**config.mk**
```make
export PLATFORM = sky130hd
export DESIGN_NAME = ps2_arrow_keys
export DESIGN_NICKNAME = d
export VERILOG_FILES = /design/src/rtl/ps2_arrow_keys_pkg.sv /design/src/rtl/ps2_rx_frame.sv /design/src/rtl/ps2_arrow_keys.sv
export SDC_FILE = /design/constraint.sdc
export NUM_CORES = 1
export LEC_CHECK = 0
export CORE_ASPECT_RATIO = 1.25
export CORE_MARGIN = 2
export CORE_UTILIZATION = 52
export DETAILED_ROUTE_END_ITERATION = 16
export MAX_ROUTING_LAYER = met4
export PLACE_DENSITY_LB_ADDON = 0.05
export SLEW_MARGIN = 20
export SYNTH_ARGS = -nofsm -noshare
export SYNTH_HDL_FRONTEND = slang
export SYNTH_SLANG_ARGS = --single-unit
```
**constraint.sdc**
```tcl
create_clock -name clk -period 1.9 [get_ports clk]
set_input_delay 0.19 -clock clk [delete_from_list [all_inputs] [get_ports clk]]
set_output_delay 0.19 -clock clk [all_outputs]
set_load 0.01 [all_outputs]
```
**src/rtl/ps2_arrow_keys_pkg.sv**
```systemverilog
// Shared scan-code constants, decoder state type and arrow-key helpers for the
// PS/2 arrow-key receiver.
package ps2_arrow_keys_pkg;

    localparam logic [7:0] SC_EXT   = 8'hE0;
    localparam logic [7:0] SC_BRK   = 8'hF0;
    localparam logic [7:0] SC_UP    = 8'h75;
    localparam logic [7:0] SC_DOWN  = 8'h72;
    localparam logic [7:0] SC_RIGHT = 8'h74;
    localparam logic [7:0] SC_LEFT  = 8'h6B;
    localparam logic [7:0] SC_BAT   = 8'hAA;
    localparam logic [7:0] SC_ERR0  = 8'h00;
    localparam logic [7:0] SC_ERRF  = 8'hFF;

    localparam int KEY_U = 3;
    localparam int KEY_D = 2;
    localparam int KEY_R = 1;
    localparam int KEY_L = 0;

    // Frame bit positions: 0 start, 1..8 data, 9 parity, 10 stop.
    localparam logic [3:0] RX_BIT_LAST_DATA = 4'd8;
    localparam logic [3:0] RX_BIT_PAR       = 4'd9;

    typedef enum logic [1:0] {
        DEC_IDLE,
        DEC_EXT,
        DEC_BRK,
        DEC_EXT_BRK
    } dec_state_e;

    function automatic logic [3:0] arrow_mask(input logic [7:0] sc);
        logic [3:0] m;
        m = 4'b0000;
        case (sc)
            SC_UP:    m[KEY_U] = 1'b1;
            SC_DOWN:  m[KEY_D] = 1'b1;
            SC_RIGHT: m[KEY_R] = 1'b1;
            SC_LEFT:  m[KEY_L] = 1'b1;
            default:  m = 4'b0000;
        endcase
        return m;
    endfunction

    function automatic logic is_reset_code(input logic [7:0] sc);
        return (sc == SC_BAT) || (sc == SC_ERR0) || (sc == SC_ERRF);
    endfunction

endpackage

```
**src/rtl/ps2_rx_frame.sv**
```systemverilog
// PS/2 frame receiver: pin synchronisers, ps2_clk glitch filter, 11-bit
// shifter with start/parity/stop checks and a mid-frame timeout.
module ps2_rx_frame
    import ps2_arrow_keys_pkg::*;
#(
    parameter int FILTER_LEN  = 8,
    parameter int TIMEOUT_CYC = 65000
) (
    input  logic       clk,
    input  logic       rst_n,
    input  logic       ps2_clk,
    input  logic       ps2_data,
    output logic [7:0] code,
    output logic       code_valid,
    output logic       frame_err
);

    localparam int FW = $clog2(FILTER_LEN);
    localparam int TW = $clog2(TIMEOUT_CYC + 1);
    localparam logic [FW-1:0] FMAX = FW'(FILTER_LEN - 1);
    localparam logic [TW-1:0] TMAX = TW'(TIMEOUT_CYC);

    logic [1:0]    clk_sync_q, dat_sync_q;
    logic          filt_q, filt_d;
    logic [FW-1:0] fcnt_q, fcnt_d;
    logic [3:0]    bcnt_q, bcnt_d;
    logic [TW-1:0] tcnt_q, tcnt_d;
    logic [7:0]    shift_q, shift_d;
    logic          par_q, par_d;
    logic [7:0]    code_q, code_d;
    logic          valid_q, valid_d;
    logic          err_q, err_d;
    logic          fall;
    logic          dat_s;

    assign dat_s = dat_sync_q[1];

    // The filtered level only flips after FILTER_LEN consecutive samples disagree with it.
    always_comb begin
        filt_d = filt_q;
        fcnt_d = fcnt_q;
        if (clk_sync_q[1] == filt_q) begin
            fcnt_d = '0;
        end else if (fcnt_q == FMAX) begin
            fcnt_d = '0;
            filt_d = ~filt_q;
        end else begin
            fcnt_d = fcnt_q + 1'b1;
        end
    end

    assign fall = filt_q & ~filt_d;

    always_comb begin
        bcnt_d  = bcnt_q;
        tcnt_d  = tcnt_q;
        shift_d = shift_q;
        par_d   = par_q;
        code_d  = code_q;
        valid_d = 1'b0;
        err_d   = 1'b0;
        if (fall) begin
            tcnt_d = '0;
            if (bcnt_q == 4'd0) begin
                if (!dat_s) bcnt_d = 4'd1;
                else        err_d  = 1'b1;
            end else if (bcnt_q <= RX_BIT_LAST_DATA) begin
                shift_d = {dat_s, shift_q[7:1]};
                bcnt_d  = bcnt_q + 4'd1;
            end else if (bcnt_q == RX_BIT_PAR) begin
                par_d  = dat_s;
                bcnt_d = bcnt_q + 4'd1;
            end else begin
                bcnt_d = 4'd0;
                if (dat_s && ((^shift_q) ^ par_q)) begin
                    code_d  = shift_q;
                    valid_d = 1'b1;
                end else begin
                    err_d = 1'b1;
                end
            end
        end else if (bcnt_q != 4'd0) begin
            if (tcnt_q == TMAX) begin
                err_d  = 1'b1;
                bcnt_d = 4'd0;
                tcnt_d = '0;
            end else begin
                tcnt_d = tcnt_q + 1'b1;
            end
        end else begin
            tcnt_d = '0;
        end
    end

    always_ff @(posedge clk or negedge rst_n) begin
        if (!rst_n) begin
            clk_sync_q <= 2'b11;
            dat_sync_q <= 2'b11;
            filt_q     <= 1'b1;
            fcnt_q     <= '0;
            bcnt_q     <= 4'd0;
            tcnt_q     <= '0;
            code_q     <= 8'h00;
            valid_q    <= 1'b0;
            err_q      <= 1'b0;
        end else begin
            clk_sync_q <= {clk_sync_q[0], ps2_clk};
            dat_sync_q <= {dat_sync_q[0], ps2_data};
            filt_q     <= filt_d;
            fcnt_q     <= fcnt_d;
            bcnt_q     <= bcnt_d;
            tcnt_q     <= tcnt_d;
            code_q     <= code_d;
            valid_q    <= valid_d;
            err_q      <= err_d;
        end
    end

    // Shift/parity contents are only meaningful once bcnt_q qualifies them.
    always_ff @(posedge clk) begin
        shift_q <= shift_d;
        par_q   <= par_d;
    end

    assign code       = code_q;
    assign code_valid = valid_q;
    assign frame_err  = err_q;

endmodule

```
**src/rtl/ps2_arrow_keys.sv**
```systemverilog
// PS/2 arrow-key decoder: turns scan-code set 2 make/break sequences into a
// held-key level vector {U,D,R,L}.
module ps2_arrow_keys
    import ps2_arrow_keys_pkg::*;
#(
    parameter int FILTER_LEN  = 8,
    parameter int TIMEOUT_CYC = 65000
) (
    input  logic       clk,
    input  logic       rst_n,
    input  logic       ps2_clk,
    input  logic       ps2_data,
    output logic [3:0] keys,
    output logic [7:0] code,
    output logic       code_valid,
    output logic       frame_err
);

    logic [7:0] rx_code;
    logic       rx_valid;
    logic       rx_err;
    dec_state_e state_q, state_d;
    logic [3:0] keys_q, keys_d;

    ps2_rx_frame #(
        .FILTER_LEN (FILTER_LEN),
        .TIMEOUT_CYC(TIMEOUT_CYC)
    ) u_rx (
        .clk       (clk),
        .rst_n     (rst_n),
        .ps2_clk   (ps2_clk),
        .ps2_data  (ps2_data),
        .code      (rx_code),
        .code_valid(rx_valid),
        .frame_err (rx_err)
    );

    always_comb begin
        state_d = state_q;
        keys_d  = keys_q;
        if (rx_err) begin
            state_d = DEC_IDLE;
        end else if (rx_valid) begin
            state_d = DEC_IDLE;
            if (is_reset_code(rx_code)) begin
                keys_d = 4'b0000;
            end else begin
                case (state_q)
                    DEC_IDLE: begin
                        if (rx_code == SC_EXT)      state_d = DEC_EXT;
                        else if (rx_code == SC_BRK) state_d = DEC_BRK;
                    end
                    DEC_EXT: begin
                        if (rx_code == SC_BRK) state_d = DEC_EXT_BRK;
                        else                   keys_d  = keys_q | arrow_mask(rx_code);
                    end
                    DEC_EXT_BRK: keys_d = keys_q & ~arrow_mask(rx_code);
                    // Non-extended break: the released key is not an arrow.
                    DEC_BRK: ;
                    default: state_d = DEC_IDLE;
                endcase
            end
        end
    end

    always_ff @(posedge clk or negedge rst_n) begin
        if (!rst_n) begin
            state_q <= DEC_IDLE;
            keys_q  <= 4'b0000;
        end else begin
            state_q <= state_d;
            keys_q  <= keys_d;
        end
    end

    assign keys       = keys_q;
    assign code       = rx_code;
    assign code_valid = rx_valid;
    assign frame_err  = rx_err;

endmodule

```
==> results of run 1 <==
-- power groups by stage --
stage,Sequential [mW],Combinational (mW),Clock (mW)
2_1_floorplan,1.24,0.0596,0
3_3_place_gp,1.24,0.0931,0
3_5_place_dp,1.25,0.100,0
4_1_cts,1.22,0.103,0.806
5_1_grt,1.23,0.147,0.848
6_report,1.23,0.126,0.785
-- flip-flops by register name (all words and copies together), names as in the netlist --
signal and flops:
u_rx.tcnt_q 16, u_rx.code 8, u_rx.shift_q 8, keys 4, u_rx.bcnt_q 4, u_rx.fcnt_q 3, state_q 2, u_rx.clk_sync_q 2
u_rx.dat_sync_q 2, u_rx.code_valid 1, u_rx.filt_q 1, u_rx.frame_err 1, u_rx.par_q 1
-- logic make-up after synthesis --
logic type	Yosys count	synth area share
AOI/OAI and AO/OA	36	0.0885
xor gates and xnor gates	16	0.0670
adders and majority gates	7	0.0350
buffers and inverters	16	0.0245
DFF	53	0.551
muxes	12	0.0525
and+or+nand+nor	82	0.182
-- layer usage --
layer | up-vias | GRT usage | share of wire
li1 | 921 | - | -
met1 | 931 | 0.234 | 0.43
met2 | 34 | 0.359 | 0.53
met3 | 7 | 0.0329 | 0.029
met4 | 0 | 0.0653 | 0.012
met5 | - | - | 0
-- stage by stage --
stage          power [mW]   util
6_report             2.14  0.687
2_1_floorplan        1.30      -
3_3_place_gp         1.34  0.631
5_1_grt              2.23  0.687
3_5_place_dp         1.35  0.631
4_1_cts              2.13  0.663
-- placed cells by master, fill, tap and decap left out, drive strengths merged, types with 5 or more instances in the layout --
master | netlist | routed
dfrtp | 39 | 39
buf | 1 | 35
nor2 | 21 | 22
clkdlybuf4s50 | 0 | 16
o21ai | 14 | 14
inv | 13 | 13
nand2 | 10 | 10
xor2 | 10 | 10
a21oi | 10 | 10
nand4 | 9 | 9
edfxtp | 9 | 9
mux2 | 9 | 9
or3 | 7 | 7
ha | 7 | 7
nand3 | 6 | 6
a22o | 6 | 6
clkbuf | 2 | 6
dfstp | 5 | 5
nor3 | 5 | 5
-- timing repair --
item	4_1_cts	5_1_grt
hold buffers	1	0
resized for setup	4	21
endpoints found under the hold margin	39	0
cloned	0	1
buffers inserted	1	4
endpoints found under the setup margin	13	16
pin swaps	0	10
-- critical path, cell delays in order (launching register included) --
cell and delay (ns):
edfxtp_1 0.42, xnor2_1 0.24, xnor3_1 0.40, mux2i_4 0.24, nor2_4 0.21, mux2_2 0.36
-- synthesized netlist by cell type (3+ instances only) --
library cell and number:
xor2_1 10, a22o_1 6, nor2_1 20, or3_1 7
nand3b_1 4, nand3_1 6, dfrtp_1 39, inv_1 13
edfxtp_1 9, mux2i_1 3, nor3_1 5, nand2_1 10
nand4_1 9, and3_1 3, nor4_1 4, mux2_2 9
dfstp_2 5, ha_1 7, o21ai_0 12, a21oi_1 10
xnor2_1 4
-- area by class of cell --
type	count	area share
Clock inverter	2	0.0116
Multi-Input combinational cell	154	0.360
Tap cell	60	0.0233
Timing Repair Buffer	52	0.137
Sequential cell	53	0.427
Clock buffer	6	0.0256
Inverter	13	0.0151
-- worst paths after layout --
check | slack [ns] | cells after the start | end
setup / recovery | -0.08 | 5 | u_rx.code[5]
hold / removal | 0.29 | 1 | u_rx.clk_sync_q[0]
setup reg to reg | -0.08 | 5 | u_rx.code[5]
hold reg to reg | 0.36 | 0 | u_rx.dat_sync_q[1]
max in group asynchronous | 1.04 | 3 | u_rx.dat_sync_q[0]
min in group asynchronous | 0.48 | 3 | u_rx.code[4]
==> results.json, run 1 <==
{
  "layout_setup_ws_ns": -0.0788,
  "whs_ns": 0.289,
  "cp-end-kind": "register",
  "ys_seq_elements": 53,
  "insertion_delay_ns": 0.30,
  "drc_errors": 0,
  "pwr-share-clk": 0.367,
  "path_class": "reg -> reg",
  "power.share.combinational": 0.059,
  "setup.worst_path.start": "u_rx.shift_q[6]",
  "wl_um": 4940,
  "yosysUniqueCellTypes": 42,
  "hold_path.class": "in -> reg",
  "drive_above_1_share": 0.264,
  "synth_top_area_frac": 0.390,
  "design_area_sq_um": 3230,
  "grt_pass1_vias": 1856,
  "finalCritPeriodShare": 1.04,
  "seqCellArea_sq_um": 1380,
  "htree_num_levels": 2,
  "relSlewSlack": 0.640,
  "slew_violations": 0,
  "synth_flop_cell": "dfrtp_1",
  "fin_tns_setup_ns": -0.321,
  "grt_max_degree": 45,
  "die_y_um": 81.6,
  "syn_inst": 222,
  "cap_violations": 0,
  "cts.clk_slew.worst_paths_ns": 0.09,
  "finClkSkew_ns": 0.0111,
  "gp_congestion": 0.772,
  "overflow": 0,
  "synth-edff-count": 9,
  "cts_tree": "built",
  "hold_start": "ps2_clk",
  "fmax_mhz": 505,
  "critPathRequiredTime_ns": 2.09,
  "rsz0062_at_grt": "true",
  "worst_pin_slew_ns": 0.540,
  "antenna_found_initial": 0,
  "dp.cells": 325,
  "ys_seq_area_frac": 0.551,
  "yosysTopAreaCell": "dfrtp_1",
  "antenna_cells": 0,
  "n_fill_cell": 365,
  "hold_viol": 0,
  "grt_pass1_wl_um": 8190,
  "grt.total_usage": 0.202,
  "p_int_mw": 1.70,
  "arrival_ns": 2.17,
  "postPlaceCellArea_sq_um": 2960,
  "async_flop_share": 0.830,
  "die-area_sq_um": 5390,
  "root_buffer": "clkbuf_8",
  "pwr-share-seq": 0.574,
  "via_per_inst": 5.57,
  "layout.nets": 290,
  "rows": 28,
  "vdd_drop_max_mv": 0.455,
  "areaGrowthSynthToFinish_pct": 28.9,
  "dp_slack_ns": -0.121,
  "cts.sinks": 53,
  "die_x_um": 66.0,
  "drt_iter0_markers": 83,
  "power.leakage_nw": 1.35,
  "crit_fanout": 5,
  "r2r_start": "u_rx.shift_q[6]",
  "ios": 18,
  "syn_nets": 233,
  "multi_input_area_sq_um": 1160,
  "post-route-min-period_ns": 1.98,
  "place_hpwl_um": 3490,
  "start_util": 0.533,
  "sw_frac_of_total": 0.208,
  "status": "finished with violations",
  "netlist_area_sq_um": 2500,
  "power_density_nw_per_um2": 663,
  "cts_buffers": 5,
  "yosys-top-cells-area": "dfrtp_1 (39%), edfxtp_1 (11%), dfstp_2 (5.3%)",
  "failed_checks": "negative setup slack",
  "yosysWarnings": 0,
  "core_area_sq_um": 4690,
  "p_sw_uw": 444,
  "clock_tree.buffer_depth": 2,
  "worstSetupStartpointType": "register",
  "finalSetupViolCount": 5,
  "io_buffers": 17,
  "drt_pass1_iterations": 4,
  "avgSynthCellArea_sq_um": 11.3,
  "wire_per_inst_um": 14.5,
  "ant_nets": 0,
  "dr_total_vias": 1893,
  "finalNonFillerCells": 340
}
Power figures use the tool's default switching activity.
==> run 2: changes to the inputs <==
TNS_END_PERCENT = 10   (was unset)
==> results.json, run 2 (same netlist as run 1, synthesis figures left out) <==
{
  "worstSetupStartpointType": "register",
  "worst_pin_slew_ns": 0.539,
  "wire_per_inst_um": 14.2,
  "n_fill_cell": 358,
  "rsz0062_at_grt": "true",
  "antenna_cells": 0,
  "seqCellArea_sq_um": 1380,
  "hold_viol": 0,
  "grt_pass1_wl_um": 8290,
  "critPathRequiredTime_ns": 2.09,
  "finClkSkew_ns": 0.00969,
  "layout_setup_ws_ns": -0.0638,
  "clock_tree.buffer_depth": 2,
  "dr_total_vias": 1897,
  "hold_path.class": "in -> reg",
  "post-route-min-period_ns": 1.96,
  "overflow": 0,
  "fin_util": 0.689,
  "largest_register_ffs": 16,
  "finalSetupViolCount": 8,
  "crit_fanout": 4,
  "failed_checks": "negative setup slack",
  "cp-end-kind": "register",
  "arrival_ns": 2.15,
  "final_common_cell": "dfrtp_1",
  "status": "finished with violations",
  "postPlaceCellArea_sq_um": 2960,
  "design_area_sq_um": 3230,
  "drt_iter0_markers": 121,
  "start_util": 0.533,
  "drc_errors": 0,
  "power.leakage_nw": 1.37,
  "cts_tree": "built",
  "ios": 18,
  "drive_above_1_share": 0.253,
  "final_cell_mix": "dfrtp_1 (39), buf_4 (33), nor2_1 (20), clkdlybuf4s50_1 (16), inv_1 (13)",
  "fin_tns_setup_ns": -0.436,
  "largest-register": "u_rx.tcnt_q",
  "path_class": "reg -> reg",
  "worst_path_max_delay_cell": "xnor3_1",
  "path_buf_inv": 1,
  "grt_pass1_vias": 1865,
  "multi_input_area_sq_um": 1150,
  "ant_nets": 0,
  "place_hpwl_um": 3490,
  "grt.total_usage": 0.204,
  "relSlewSlack": 0.641,
  "cts.sinks": 53,
  "slew_violations": 0,
  "fmax_mhz": 509,
  "die_y_um": 81.6,
  "io_buffers": 17,
  "gp_congestion": 0.772,
  "core_area_sq_um": 4690,
  "areaGrowthSynthToFinish_pct": 29.2,
  "cap_violations": 0,
  "root_buffer": "clkbuf_8",
  "slowest_delay_ns": 0.46,
  "layout.nets": 291,
  "htree_num_levels": 2,
  "via_per_inst": 5.56,
  "power_density_nw_per_um2": 656,
  "worst_path_dominant_cell_family": "XOR/XNOR gates",
  "grt_max_degree": 45,
  "drt_pass1_iterations": 4,
  "vdd_drop_max_mv": 0.454,
  "crit_chain": "xnor2_1, xnor3_1, mux2i_4, nor2_4, buf_6, mux2_2",
  "cts_buffers": 5,
  "rows": 28,
  "insertion_delay_ns": 0.30,
  "cts.clk_slew.worst_paths_ns": 0.09,
  "antenna_found_initial": 0,
  "finalCritPeriodShare": 1.03,
  "wl_um": 4850,
  "die-area_sq_um": 5390,
  "die_x_um": 66.0
}
run 2: cell types whose count changed in the layout (fill, tap and decap cells not counted), sizes merged:
cell / delta
buf: +2
nor2: -1
run 2: per-layer routing:
metal  track usage  wire [um]
met5             -          0
met4        0.0612         55
met3        0.0329        146
met2         0.363       2560
met1         0.239       2090
run 2: metrics by stage:
step	setup WS, ns	cells	power [mW]	hold slack [ns]
final	-0.0638	341	2.12	0.288
after global routing	-0.112	341	2.21	0.287
after CTS	-0.0295	334	2.13	0.279
after detailed placement	-0.121	325	1.35	0.299
after global placement	-0.0509	325	1.34	0.286
after floorplan	0.000198	222	1.30	-0.106
run 2: report_power, final:
group	leakage, nW	switching (mW)	internal (mW)
logic	0.636	0.0563	0.0612
registers	0.676	0.0244	1.20
clock network	0.0574	0.353	0.428
total	1.37	0.434	1.69
run 2: layout make-up:
type                    instances  area share
multi-input cells             153       0.355
clock buffers                   6      0.0255
well taps                      60      0.0232
flip-flops and latches         53       0.426
repair buffers                 54       0.144
inverters                      13      0.0151
clock inverters                 2      0.0116
run 2: what timing repair did:
item / 4_1_cts / 5_1_grt
hold buffers: 1 / 0
setup endpoints to repair: 13 / 16
resized for setup: 6 / 19
setup buffers: 0 / 7
pin swaps: 3 / 8
hold endpoints to repair: 39 / 0
gates cloned: 0 / 0
run 2: worst reg2reg max path, delay by kind of cell (launching register included):
family,cells,cell delay (ns)
xor+xnor,2,0.64
buf+inv,1,0.13
flops,1,0.41
mux,2,0.55
simple gates,1,0.13
run 2: path summary, 6_finish.rpt:
| path | start | endpoint | slack, ns | cells after the start |
|---|---|---|---|---|
| min | ps2_clk | u_rx.clk_sync_q[0] | 0.29 | 1 |
| max reg2reg | u_rx.shift_q[7] | u_rx.code[6] | -0.06 | 6 |
| max in group asynchronous | rst_n | u_rx.dat_sync_q[0] | 1.04 | 3 |
| max | u_rx.shift_q[7] | u_rx.code[6] | -0.06 | 6 |
| min in group asynchronous | rst_n | u_rx.code[2] | 0.48 | 3 |
| min reg2reg | u_rx.dat_sync_q[0] | u_rx.dat_sync_q[1] | 0.36 | 0 |
==> run 3: changes to the inputs <==
CAP_MARGIN = 20   (was unset)
CORE_UTILIZATION = 45   (was 52)
==> results.json, run 3 (same netlist as run 1, synthesis figures left out) <==
{
  "crit_chain": "xor2_1, xnor3_1, mux2i_2, nor2_2, buf_12, mux2_2",
  "finalCritPeriodShare": 1.02,
  "post-route-min-period_ns": 1.94,
  "layout.nets": 291,
  "path_class": "reg -> reg",
  "dp_slack_ns": -0.0788,
  "cts.clk_slew.worst_paths_ns": 0.10,
  "worst_pin_slew_ns": 0.560,
  "insertion_delay_ns": 0.31,
  "place_hpwl_um": 3310,
  "wl_um": 4690,
  "ant_nets": 0,
  "worst_path_max_delay_cell": "edfxtp_1",
  "via_per_inst": 5.30,
  "grt_pass1_vias": 1825,
  "layout_setup_ws_ns": -0.0409,
  "cts_buffers": 5,
  "dr_total_vias": 1827,
  "drc_errors": 0,
  "fin_util": 0.590,
  "power.leakage_nw": 1.36,
  "drt_pass1_iterations": 4,
  "power.total_mw": 2.09,
  "die-area_sq_um": 6180,
  "root_buffer": "clkbuf_8",
  "final_cell_mix": "dfrtp_1 (39), buf_4 (34), nor2_1 (20), clkdlybuf4s50_1 (16), inv_1 (13)",
  "slew_violations": 0,
  "rows": 30,
  "antenna_found_initial": 0,
  "start_util": 0.463,
  "relSlewSlack": 0.626,
  "dp.cells": 334,
  "largest_register_ffs": 16,
  "critPathRequiredTime_ns": 2.11,
  "cts_tree": "built",
  "overflow": 0,
  "arrival_ns": 2.15,
  "drive_above_1_share": 0.242,
  "cts.sinks": 53,
  "die_x_um": 70.7,
  "areaGrowthSynthToFinish_pct": 27.5,
  "final_common_cell": "dfrtp_1",
  "clock_tree.buffer_depth": 2,
  "drt_iter0_markers": 72,
  "vdd_drop_max_mv": 0.392,
  "htree_num_levels": 2,
  "finalSetupViolCount": 12,
  "hold_viol": 0,
  "power_density_nw_per_um2": 657,
  "finClkSkew_ns": 0.0134,
  "cp-end-kind": "register",
  "status": "finished with violations",
  "gp_congestion": 0.800,
  "antenna_cells": 0,
  "grt.total_usage": 0.175,
  "hold_path.class": "in -> reg",
  "fmax_mhz": 515,
  "slowest_delay_ns": 0.43,
  "die_y_um": 87.4,
  "cap_violations": 0,
  "wire_per_inst_um": 13.6,
  "grt_max_degree": 45,
  "grt_pass1_wl_um": 8400,
  "largest-register": "u_rx.tcnt_q",
  "rsz0062_at_grt": "true",
  "failed_checks": "negative setup slack",
  "crit_fanout": 9,
  "ios": 18,
  "worstSetupStartpointType": "register",
  "core_area_sq_um": 5410,
  "io_buffers": 17,
  "finalNonFillerCells": 345
}
## run 3: cell type report
| type | count | area [sq um] |
|---|---|---|
| clock buffers | 6 | 72.6 |
| clock inverters | 2 | 38.8 |
| fillers | 492 | 2210 |
| inverters | 13 | 48.8 |
| multi-input cells | 153 | 1100 |
| flip-flops and latches | 53 | 1380 |
| well taps | 64 | 80.1 |
| repair buffers | 54 | 470 |
## run 3: worst max-delay path, delay by kind of cell (launching register included)
family | cells | cell delay, ns
xor+xnor | 2 | 0.61
buf+inv | 1 | 0.14
mux | 2 | 0.51
simple gates | 1 | 0.13
flops | 1 | 0.43
## run 3: final timing paths
check	from	to	slack [ns]	depth (start not counted)
max	u_rx.shift_q[2]	u_rx.code[0]	-0.04	6
min	ps2_data	u_rx.dat_sync_q[0]	0.28	1
max reg2reg	u_rx.shift_q[2]	u_rx.code[0]	-0.04	6
min reg2reg	u_rx.clk_sync_q[0]	u_rx.clk_sync_q[1]	0.36	0
max in group asynchronous	rst_n	u_rx.dat_sync_q[1]	1.03	3
min in group asynchronous	rst_n	u_rx.code[1]	0.47	3
## run 3: timing repair
action	4_1_cts	5_1_grt
resized for setup	4	6
setup endpoints to repair	13	16
hold endpoints to repair	39	0
setup buffers	1	1
hold buffers	1	0
pin swaps	2	2
cloned	0	0
## run 3: report_power, final
group	leakage (nW)	switching [mW]	internal [mW]	total [mW]
logic	0.633	0.0541	0.0525	0.107
registers	0.676	0.0229	1.20	1.22
clock network	0.0554	0.370	0.396	0.766
## run 3: per-stage QoR
step | setup TNS, ns | area, sq um | hold WS (ns)
floorplan | 0 | 2500 | -0.106
global placement | -0.464 | 3020 | 0.308
detailed placement | -0.659 | 3020 | 0.305
CTS | -0.413 | 3160 | 0.272
global route | -1.62 | 3190 | 0.281
finish | -0.314 | 3190 | 0.279
## run 3: routing by layer
| metal | up-vias | wire length (um) | GRT usage | part of all wire |
|---|---|---|---|---|
| met4 | 0 | 63 | 0.0583 | 0.013 |
| met2 | 25 | 2330 | 0.289 | 0.50 |
| met3 | 5 | 141 | 0.0336 | 0.030 |
| li1 | 921 | - | - | - |
| met5 | - | 0 | - | 0 |
| met1 | 876 | 2150 | 0.218 | 0.46 |
